`config.mk`:
```
export PLATFORM = sky130hd
export DESIGN_NAME = sar_search_ctrl
export DESIGN_NICKNAME = d
export VERILOG_FILES = /design/src/rtl/sar_search_ctrl.sv
export SDC_FILE = /design/constraint.sdc
export NUM_CORES = 1
export LEC_CHECK = 0
export BUFFER_PORTS_ARGS = -buffer_cell sky130_fd_sc_hd__buf_2
export CAP_MARGIN = 20
export CORE_MARGIN = 3
export CORE_UTILIZATION = 44
export CTS_BUF_LIST = sky130_fd_sc_hd__clkbuf_4 sky130_fd_sc_hd__clkbuf_8 sky130_fd_sc_hd__clkbuf_16
export CTS_CLUSTER_SIZE = 40
export DETAILED_ROUTE_END_ITERATION = 12
export GPL_ROUTABILITY_DRIVEN = 1
export PLACE_DENSITY = 0.82
export REMOVE_ABC_BUFFERS = 1
export SYNTH_ARGS = -nofsm -noshare
export SYNTH_HDL_FRONTEND = slang
export SYNTH_SLANG_ARGS = --single-unit
```
`constraint.sdc`:
```
create_clock -name clk -period 1.31 [get_ports clk]
set_input_delay 0.1965 -clock clk [delete_from_list [all_inputs] [get_ports clk]]
set_output_delay 0.1965 -clock clk [all_outputs]
set_load 0.01 [all_outputs]
```
`src/rtl/sar_search_ctrl.sv`:
```
// Successive-approximation search controller driving a comparator's B operand.
// Optional SAR_EARLY_EXIT_EN: an equal flag ends the search on that trial.
module sar_search_ctrl #(
    parameter int WIDTH = 4
) (
    input  logic             clk,
    input  logic             rst,
    input  logic             start,
    input  logic             less,
    input  logic             equal,
    input  logic             greater,
    output logic [WIDTH-1:0] probe,
    output logic             busy,
    output logic             done,
    output logic [WIDTH-1:0] result,
    output logic             err
);

    localparam int IW = (WIDTH > 1) ? $clog2(WIDTH) : 1;

    typedef enum logic [1:0] {
        S_IDLE,
        S_TRIAL,
        S_DONE
    } state_t;

    state_t           state_q, state_d;
    logic [WIDTH-1:0] probe_q, probe_d;
    logic [WIDTH-1:0] result_q, result_d;
    logic [WIDTH-1:0] adj;
    logic [IW-1:0]    idx_q, idx_d;
    logic [IW-1:0]    idx_m1;
    logic             err_q, err_d;

    always_ff @(posedge clk) begin
        if (rst) begin
            state_q  <= S_IDLE;
            probe_q  <= '0;
            result_q <= '0;
            idx_q    <= '0;
            err_q    <= 1'b0;
        end else begin
            state_q  <= state_d;
            probe_q  <= probe_d;
            result_q <= result_d;
            idx_q    <= idx_d;
            err_q    <= err_d;
        end
    end

    always_comb begin
        state_d  = state_q;
        probe_d  = probe_q;
        result_d = result_q;
        idx_d    = idx_q;
        err_d    = err_q;
        idx_m1   = idx_q - IW'(1);
        // Trial decision: A below probe means the trial bit must be dropped
        adj      = probe_q;
        if (less) adj[idx_q] = 1'b0;

        unique case (state_q)
            S_IDLE: begin
                probe_d = '0;
                if (start) begin
                    probe_d[WIDTH-1] = 1'b1;
                    idx_d            = IW'(WIDTH - 1);
                    err_d            = 1'b0;
                    state_d          = S_TRIAL;
                end
            end
            S_TRIAL: begin
                if (!$onehot({less, equal, greater})) err_d = 1'b1;
`ifdef SAR_EARLY_EXIT_EN
                if (equal) begin
                    result_d = probe_q;
                    state_d  = S_DONE;
                end else
`endif
                if (idx_q == '0) begin
                    probe_d  = adj;
                    result_d = adj;
                    state_d  = S_DONE;
                end else begin
                    probe_d         = adj;
                    probe_d[idx_m1] = 1'b1;
                    idx_d           = idx_m1;
                end
            end
            S_DONE: begin
                probe_d = '0;
                state_d = S_IDLE;
            end
            default: begin
                probe_d = '0;
                state_d = S_IDLE;
            end
        endcase
    end

    assign probe  = probe_q;
    assign result = result_q;
    assign err    = err_q;
    assign busy   = (state_q == S_TRIAL);
    assign done   = (state_q == S_DONE);

endmodule

```
==> results list, run 1 <==
- The initial utilization of the core area, before any placement, comes to about half.
- Max-slew headroom: a little under nine tenths
- Entering global routing, the biggest net connects 12 pins.
- In this run the worst hold path is classified as input pin to flop.
- The repair_antennas step left the layout with diodes totalling 0.
* Worst slack, placed: ~0.022 ns
- Summing the areas of all compound-gate instances in the mapped netlist gives about a fifth of the synthesized area.
- Setup repair after global routing left no endpoint under its margin.
- Die Y-Extent: 44.3 um
- VDD sags by at most about 0.77 mV.
- The die covers 1960 sq um.
* TritonCTS clock tree: built
* Post-route core utilization: 59.8%
- After synthesis, the share of cell area in mux cells is 0%.
- Post-CTS timing repair inserted 0 buffers for setup.
* Largest fanout on the critical path: 6
- Sequential elements use 40.3% of the synthesized area.
- The die is 44.3 um wide.
- The routed layout has approximately 550 vias.
* Placer congestion estimate: about 0.8
- The number of hold violations in the final report came to 0.
* Data arrival at the endpoint of the critical path: between 1 and 1.5 ns
* Remaining global-route overflow: 0
- The number of global-route vias before repair was approximately 490.
* Final routed wire length divided by cell count: ~12 um
- The finished layout holds 108 standard cells, fillers aside.
- The first global-routing pass estimated 2.08 mm of wire.
- In this run, the number of DRC markers left after iteration 0 of detailed routing was 5.
* Fraction of the mapped netlist area in adder cells: ~11%
- In the detailed route, the total length drawn on met3 is around 62 um.
* Number of warning messages in the yosys log: 0
- Wires add up to about 1.3 mm.
* Number of flip-flops and latches in the synthesized netlist: 13
* Post-Synth XOR/XNOR Area: 0%
- The run finished with clean final reports.
- In this run the deepest clock path goes through 2 buffers.
* Count of input and output buffers: 16
- Using the TritonRoute via totals, the vias-per-cell ratio works out to approximately 5.
- Peak clock frequency supported by timing: roughly 800 MHz
* Yosys top cell by area: dfxtp_1
- Clock latency on the worst-skew pair: 0.28 ns
- After synthesis, the largest family of logic cells by area is simple AND/OR/NAND/NOR gates.
- The final count of pins violating max slew was 0.
- The routed design could run at a clock period as short as between 1 and 1.5 ns.
* DRC violation count after routing: 0
- STA puts the critical path data required time at ~1.5 ns.
- Hold timing on the final database bottoms out at a slack of 0.197 ns.
* Global-route usage over all layers: between 10 and 15%
- Hold-fix buffer count after cts: 0
- Library cells used by synthesis: 26
* Wire length on met2: about 640 um
- H-tree depth: 1
- The region available for standard cell placement spans around 1300 sq um.
- Across the run, the number of max-cap violations was 0.
* Detail Route Antenna Nets: 0
- Worst-margin pin slew: 0.220 ns
* Cell area after synthesis: 646 sq um
- Highest-count cells in the layout ignoring fill and taps: buf_2, nand2_1, dfxtp_1, a21oi_1
- Setup ws final: between 0.05 and 0.06 ns
- 17 I/O pins were placed.
- Part of the cycle the worst path needs: between 90% and 100%
- After floorplanning, the core was divided into 13 placement rows.
- Area share of the largest cell type after synthesis: 40.3%
- The worst setup path is launched from a flop.
* R2r setup slk: 0.06 ns
* Power density of the placed cells: 1150 nW/um^2
- In this run the mean area of a mapped cell was around 9 sq um.
* Antenna violations before repair: 0
* Length of the first detailed-routing pass in iterations: 4
- CTS buffer count: 3
* Area Overhead vs Synth: 23.4%
- The post-route netlist has between 30% and 40% of its cells at a drive strength greater than 1.
* Most common cell after layout, fill and taps aside: buf_2
- After technology mapping, the gate count stands at 72.
* Half-perimeter wire length of the detailed placement result: roughly 960 um
- Number of sinks driven by the clock tree: 13
- The critical path in this run is classified as flop to flop.
- After clock tree synthesis, the clock-pin slew on the worst setup and hold paths is approximately 0.07 ns.
- After detailed placement, the design holds a cell count of 104.
- Setup violations remaining at the end of the flow were counted as 0.
- Ranking of synthesized cells by area: dfxtp_1, ha_1, a21oi_1
* Power after layout: slightly above 0.9 mW
- Worst setup skew after layout: 0.000577 ns
- After detailed routing, the wire length on met1 is 535 um.
* Standby leakage power: 0.361 nW
- Number of nets in the finished design: 105
- Top routing layer in use: met4
* Worst setup EP type: flop
- Of the total synthesized cell area, the portion taken by AND, OR, NAND and NOR gates is between 20% and 30%.
- Cell chosen for the clock root: clkbuf_4
## kinds of logic (layout without fill, tap and decap cells)
| logic type | after synthesis | count (layout) |
|---|---|---|
| AO/OA/AOI/OAI | 19 | 19 |
| AND/OR/NAND/NOR | 28 | 28 |
| buffers and inverters | 7 | 28 |
| flip-flops | 13 | 13 |
| adder cells (fa/ha/maj) | 5 | 5 |
## layer usage
layer / vias to the layer above / GRT usage (%)
met5: - / 0
met4: 0 / 7.23
met3: 2 / 6.10
met2: 11 / 24.1
met1: 244 / 16.6
li1: 295 / -
## cells in the mapped netlist
| cell | n |
|---|---|
| dfxtp_1 | 13 |
| nand2_1 | 11 |
| a21oi_1 | 9 |
| ha_1 | 4 |
| inv_1 | 4 |
| nor2b_1 | 4 |
| nand3b_1 | 3 |
| buf_6 | 2 |
| nand2b_1 | 2 |
| nand3_1 | 2 |
| nor3_1 | 2 |
| o21ai_0 | 2 |
| a211oi_1 | 1 |
| a21boi_0 | 1 |
| a21o_1 | 1 |
| a221oi_2 | 1 |
| a31oi_1 | 1 |
| and3_1 | 1 |
| and3b_2 | 1 |
| buf_2 | 1 |
| fa_1 | 1 |
| nor2_1 | 1 |
| o21ai_2 | 1 |
| o21bai_1 | 1 |
| o31ai_1 | 1 |
| or3b_1 | 1 |
## worst max-delay path, stage by stage, from the launching register on
cell and delay (ns):
dfxtp_1 0.33, inv_1 0.11, ha_4 0.20, or3b_1 0.37, o21ai_2 0.07, a221oi_2 0.06
## where the power goes
part	total (mW)	switching [mW]	internal [mW]
registers	0.439	0.0217	0.417
clock network	0.272	0.132	0.139
logic	0.203	0.107	0.0955
## sequential cells by signal, indices dropped and copies added, names as in the netlist
name	flops
idx_q	2
err	1
state_q	2
probe	4
result	4
## final timing paths
path                  start        end  cells past startpoint
setup / recovery   idx_q[1]   idx_q[0]                      5
hold / removal          rst   idx_q[0]                      2
setup reg to reg   idx_q[1]   idx_q[0]                      5
hold reg to reg   result[3]  result[3]                      2
## repair_timing
| item | 4_1_cts | 5_1_grt |
|---|---|---|
| gates resized for setup | 3 | 5 |
| endpoints found under the setup margin | 2 | 10 |
| endpoints found under the hold margin | 0 | 0 |
## per-stage QoR
stage | TNS, ns | cell area [sq um]
floorplan | -0.0652 | 618
detailed placement | 0 | 747
CTS | 0 | 782
global route | 0 | 797
global placement | 0 | 747
finish | 0 | 797
## layout make-up
class / instances / area, sq um
Multi-Input combinational cell: 52 / 358
Timing Repair Buffer: 20 / 110
Fill cell: 136 / 537
Inverter: 4 / 15.0
Tap cell: 15 / 18.8
Sequential cell: 13 / 265
Clock buffer: 4 / 30.0
(Power assumes the default switching activity.)
==> inputs of run 2 (changes only) <==
Settings changed: CORE_AREA set to 3 3 40 42, CORE_MARGIN 3 to unset, CORE_UTILIZATION 44 to unset, DIE_AREA set to 0 0 43 45, PLACE_DENSITY 0.82 to 0.85.
Clock period 1.31 ns to 1.6 ns, I/O delays scaled along.
==> run 2 against run 1 <==
Effect of this change:
- wire length up 5.7%
- combinational power down 35%
- die area down 1.4%
- maximum frequency down 19%
- highest routed layer unchanged
- sequential power down 16%
- hold slack better by 0.057 ns
- total power down 22%
==> results list, run 2 (synthesis gave the netlist of run 1 again) <==
* Die Y-Extent: 45 um (+1.6%)
- The worst setup timing slack at the placement stage is 0.116 ns (+0.0942 ns).
* Setup Buffers After CTS: 0 (unchanged)
- Data arrival at the endpoint of the critical path: 1.69 ns (+0.26 ns)
- Via Count: 558 (+1.1%)
* Wire length of the first global-routing pass: 2.26 mm (+8.7%)
- The number of global-route vias before repair was 531 (+9.3%).
- The horizontal extent of the die was 43 um (-2.9%).
* Antenna violations before repair: 0 (unchanged)
- Max capacitance violation total: 0 (unchanged)
* Max-slew violations: 0 (unchanged)
* Area Overhead vs Synth: 15.7%
- Slowest Stage Delay on Critical Path: 0.46 ns (+0.09 ns)
* Filler cell count: 117 (-14%)
- Clock latency on the worst-skew pair: 0.27 ns (about the same)
- Post-CTS clock slew at the launch and capture registers of the worst setup and hold paths: 0.07 ns (about the same)
- The highest ir drop seen on vdd came to 0.713 mV (-6.8%).
- The total power divided by cell area was 954 nW/um^2 (-17%).
* Standby leakage power: 0.339 nW (-6.1%)
- The final critical delay including setup and external delays is 1.54 ns (+0.288 ns).
- The maximum frequency from static timing analysis came to 649 MHz (-19%).
* Library cell contributing the largest single delay on the critical path: dfxtp_1
- Detail Route Antenna Nets: 0 (unchanged)
- Number of non-filler instances in the completed layout: 104 (-3.7%)
- The fraction of final layout cells with drive strength greater than 1 was 25.8% (-8.6 points).
* Worst setup EP type: flop
* Outcome: finished clean
- The final standard cell utilization of the core is 58.1% (-1.6 points).
* Cell-by-cell listing of the critical path: inv_1 -> ha_1 -> or3b_1 -> o21ai_2 -> a221oi_2
- In the layout the commonest cells are buf_2, dfxtp_1, nand2_1, a21oi_1.
- The count of unresolved DRC violations after routing came to 0 (unchanged).
* Number of vias per cell: 5.37 (+5.0%)
- Sequential cell area in the final layout: 260 sq um (-1.9%)
- Cell chosen for the clock root: clkbuf_4
- The worst endpoint required time is 1.75 ns (+0.27 ns).
* Critical path startpoint category: flop
- The transition time at the pin with the least slew margin was 0.358 ns (+0.137 ns).
- TritonCTS clock tree: built
- Hold-fix buffer count after cts: 0 (unchanged)
- The biggest fanout along the worst timing path was 7 (+1).
* Boundary pin count: 17 (unchanged)
- The total buffers and inverters traversed by the critical path came to 1 (unchanged).
* Placed insts: 100 (-3.8%)
- Die area: 1940 sq um (-1.4%)
- The number of resized instances in the post-cts repair step was 0 (-3).
- Final sum of negative setup slack: 0 ns (unchanged)
- The maximum clock insertion buffer count came to 2 (unchanged).
* Most common cell after layout, fill and taps aside: buf_2
- Placer congestion estimate: 0.844 (+4.4%)
- By startpoint and endpoint, the worst setup path is classified as flop to flop.
- Number of sinks driven by the clock tree: 13 (unchanged)
- The first-iteration detailed-routing DRC count came to 8 (+3).
* # setup viols final: 0 (unchanged)
* Part of the cycle the worst path needs: 96.4% (+0.62 points)
- The startpoint identified for the worst register-to-register timing path is idx_q[0].
* Max-slew headroom: 76.1% (-9.1 points)
* First element of the critical path: idx_q[0]
- The cell family contributing the most delay on the critical path is flip-flops.
- Final routed wire length divided by cell count: 12.9 um (+9.7%)
- The number of placement rows is 13 (unchanged).
* Worst setup skew after layout: 0.00126 ns (+0.000681 ns)
- The post-route worst setup slack is 0.0581 ns (+0.00245 ns).
- Count of input and output buffers: 16 (unchanged)
* Final antenna diode count: 0 (unchanged)
- Area occupied by multi-input gates: 343 sq um (-4.2%)
- CTS buffer count: 3 (unchanged)
* RSZ-0062 raised after global routing: false
- Length of the first detailed-routing pass in iterations: 5 (+1)
- The overall routed net length was 1.34 mm (+5.7%).
* Remaining global-route overflow: 0 (unchanged)
- Initial standard-cell utilization of the core: 50.2% (+1.8 points)
* Type of the tightest min-delay check: input pin to flop
- Total core area: 1280 sq um (-3.7%)
- Half-perimeter wire length of the detailed placement result: 1.03 mm (+7.0%)
- The number of hold violations in the final report came to 0 (unchanged).
* Hold_sp: rst
- H-tree depth: 1 (unchanged)
- Pin count of the biggest net entering global routing: 12 (unchanged)
* Global-route usage over all layers: 16.0% (+1.2 points)
- The final layout net count was 101 (-3.8%).
run 2: cell count changes in the layout (fill, tap and decap cells not counted), sizes merged:
cell	change
buf	-4
run 2: layout make-up:
class	count	area share, %
inverter	4	2.01
clock buffer	4	4.02
tap	15	2.51
multi-input combinational	52	45.9
sequential	13	34.8
timing repair buffer	16	10.7
run 2: path summary, 6_finish.rpt:
path | to | slack, ns | cells after the start
min reg2reg | result[0] | 0.45 | 2
min | idx_q[0] | 0.25 | 2
max | idx_q[0] | 0.06 | 5
max reg2reg | idx_q[0] | 0.06 | 5
run 2: power breakdown:
part | leakage [nW] | switching (mW) | internal, mW | total [mW]
clock | 0.0184 | 0.101 | 0.113 | 0.215
sequential | 0.106 | 0.0262 | 0.341 | 0.367
combinational | 0.215 | 0.0764 | 0.0545 | 0.131
run 2: through the flow:
step                cell area, sq um  hold slack [ns]  power (mW)
detailed placement               717            0.443       0.504
CTS                              747            0.254       0.717
floorplan                        618            0.306       0.454
global placement                 717            0.440       0.494
global route                     747            0.271       0.761
finish                           747            0.254       0.713
run 2: layer usage:
layer | global-route usage, % | vias to the layer above | wire, um
met4 | 9.04 | 0 | 43
li1 | - | 280 | -
met5 | 0 | - | 0
met2 | 29.6 | 21 | 671
met3 | 3.59 | 8 | 79
met1 | 16.8 | 249 | 546
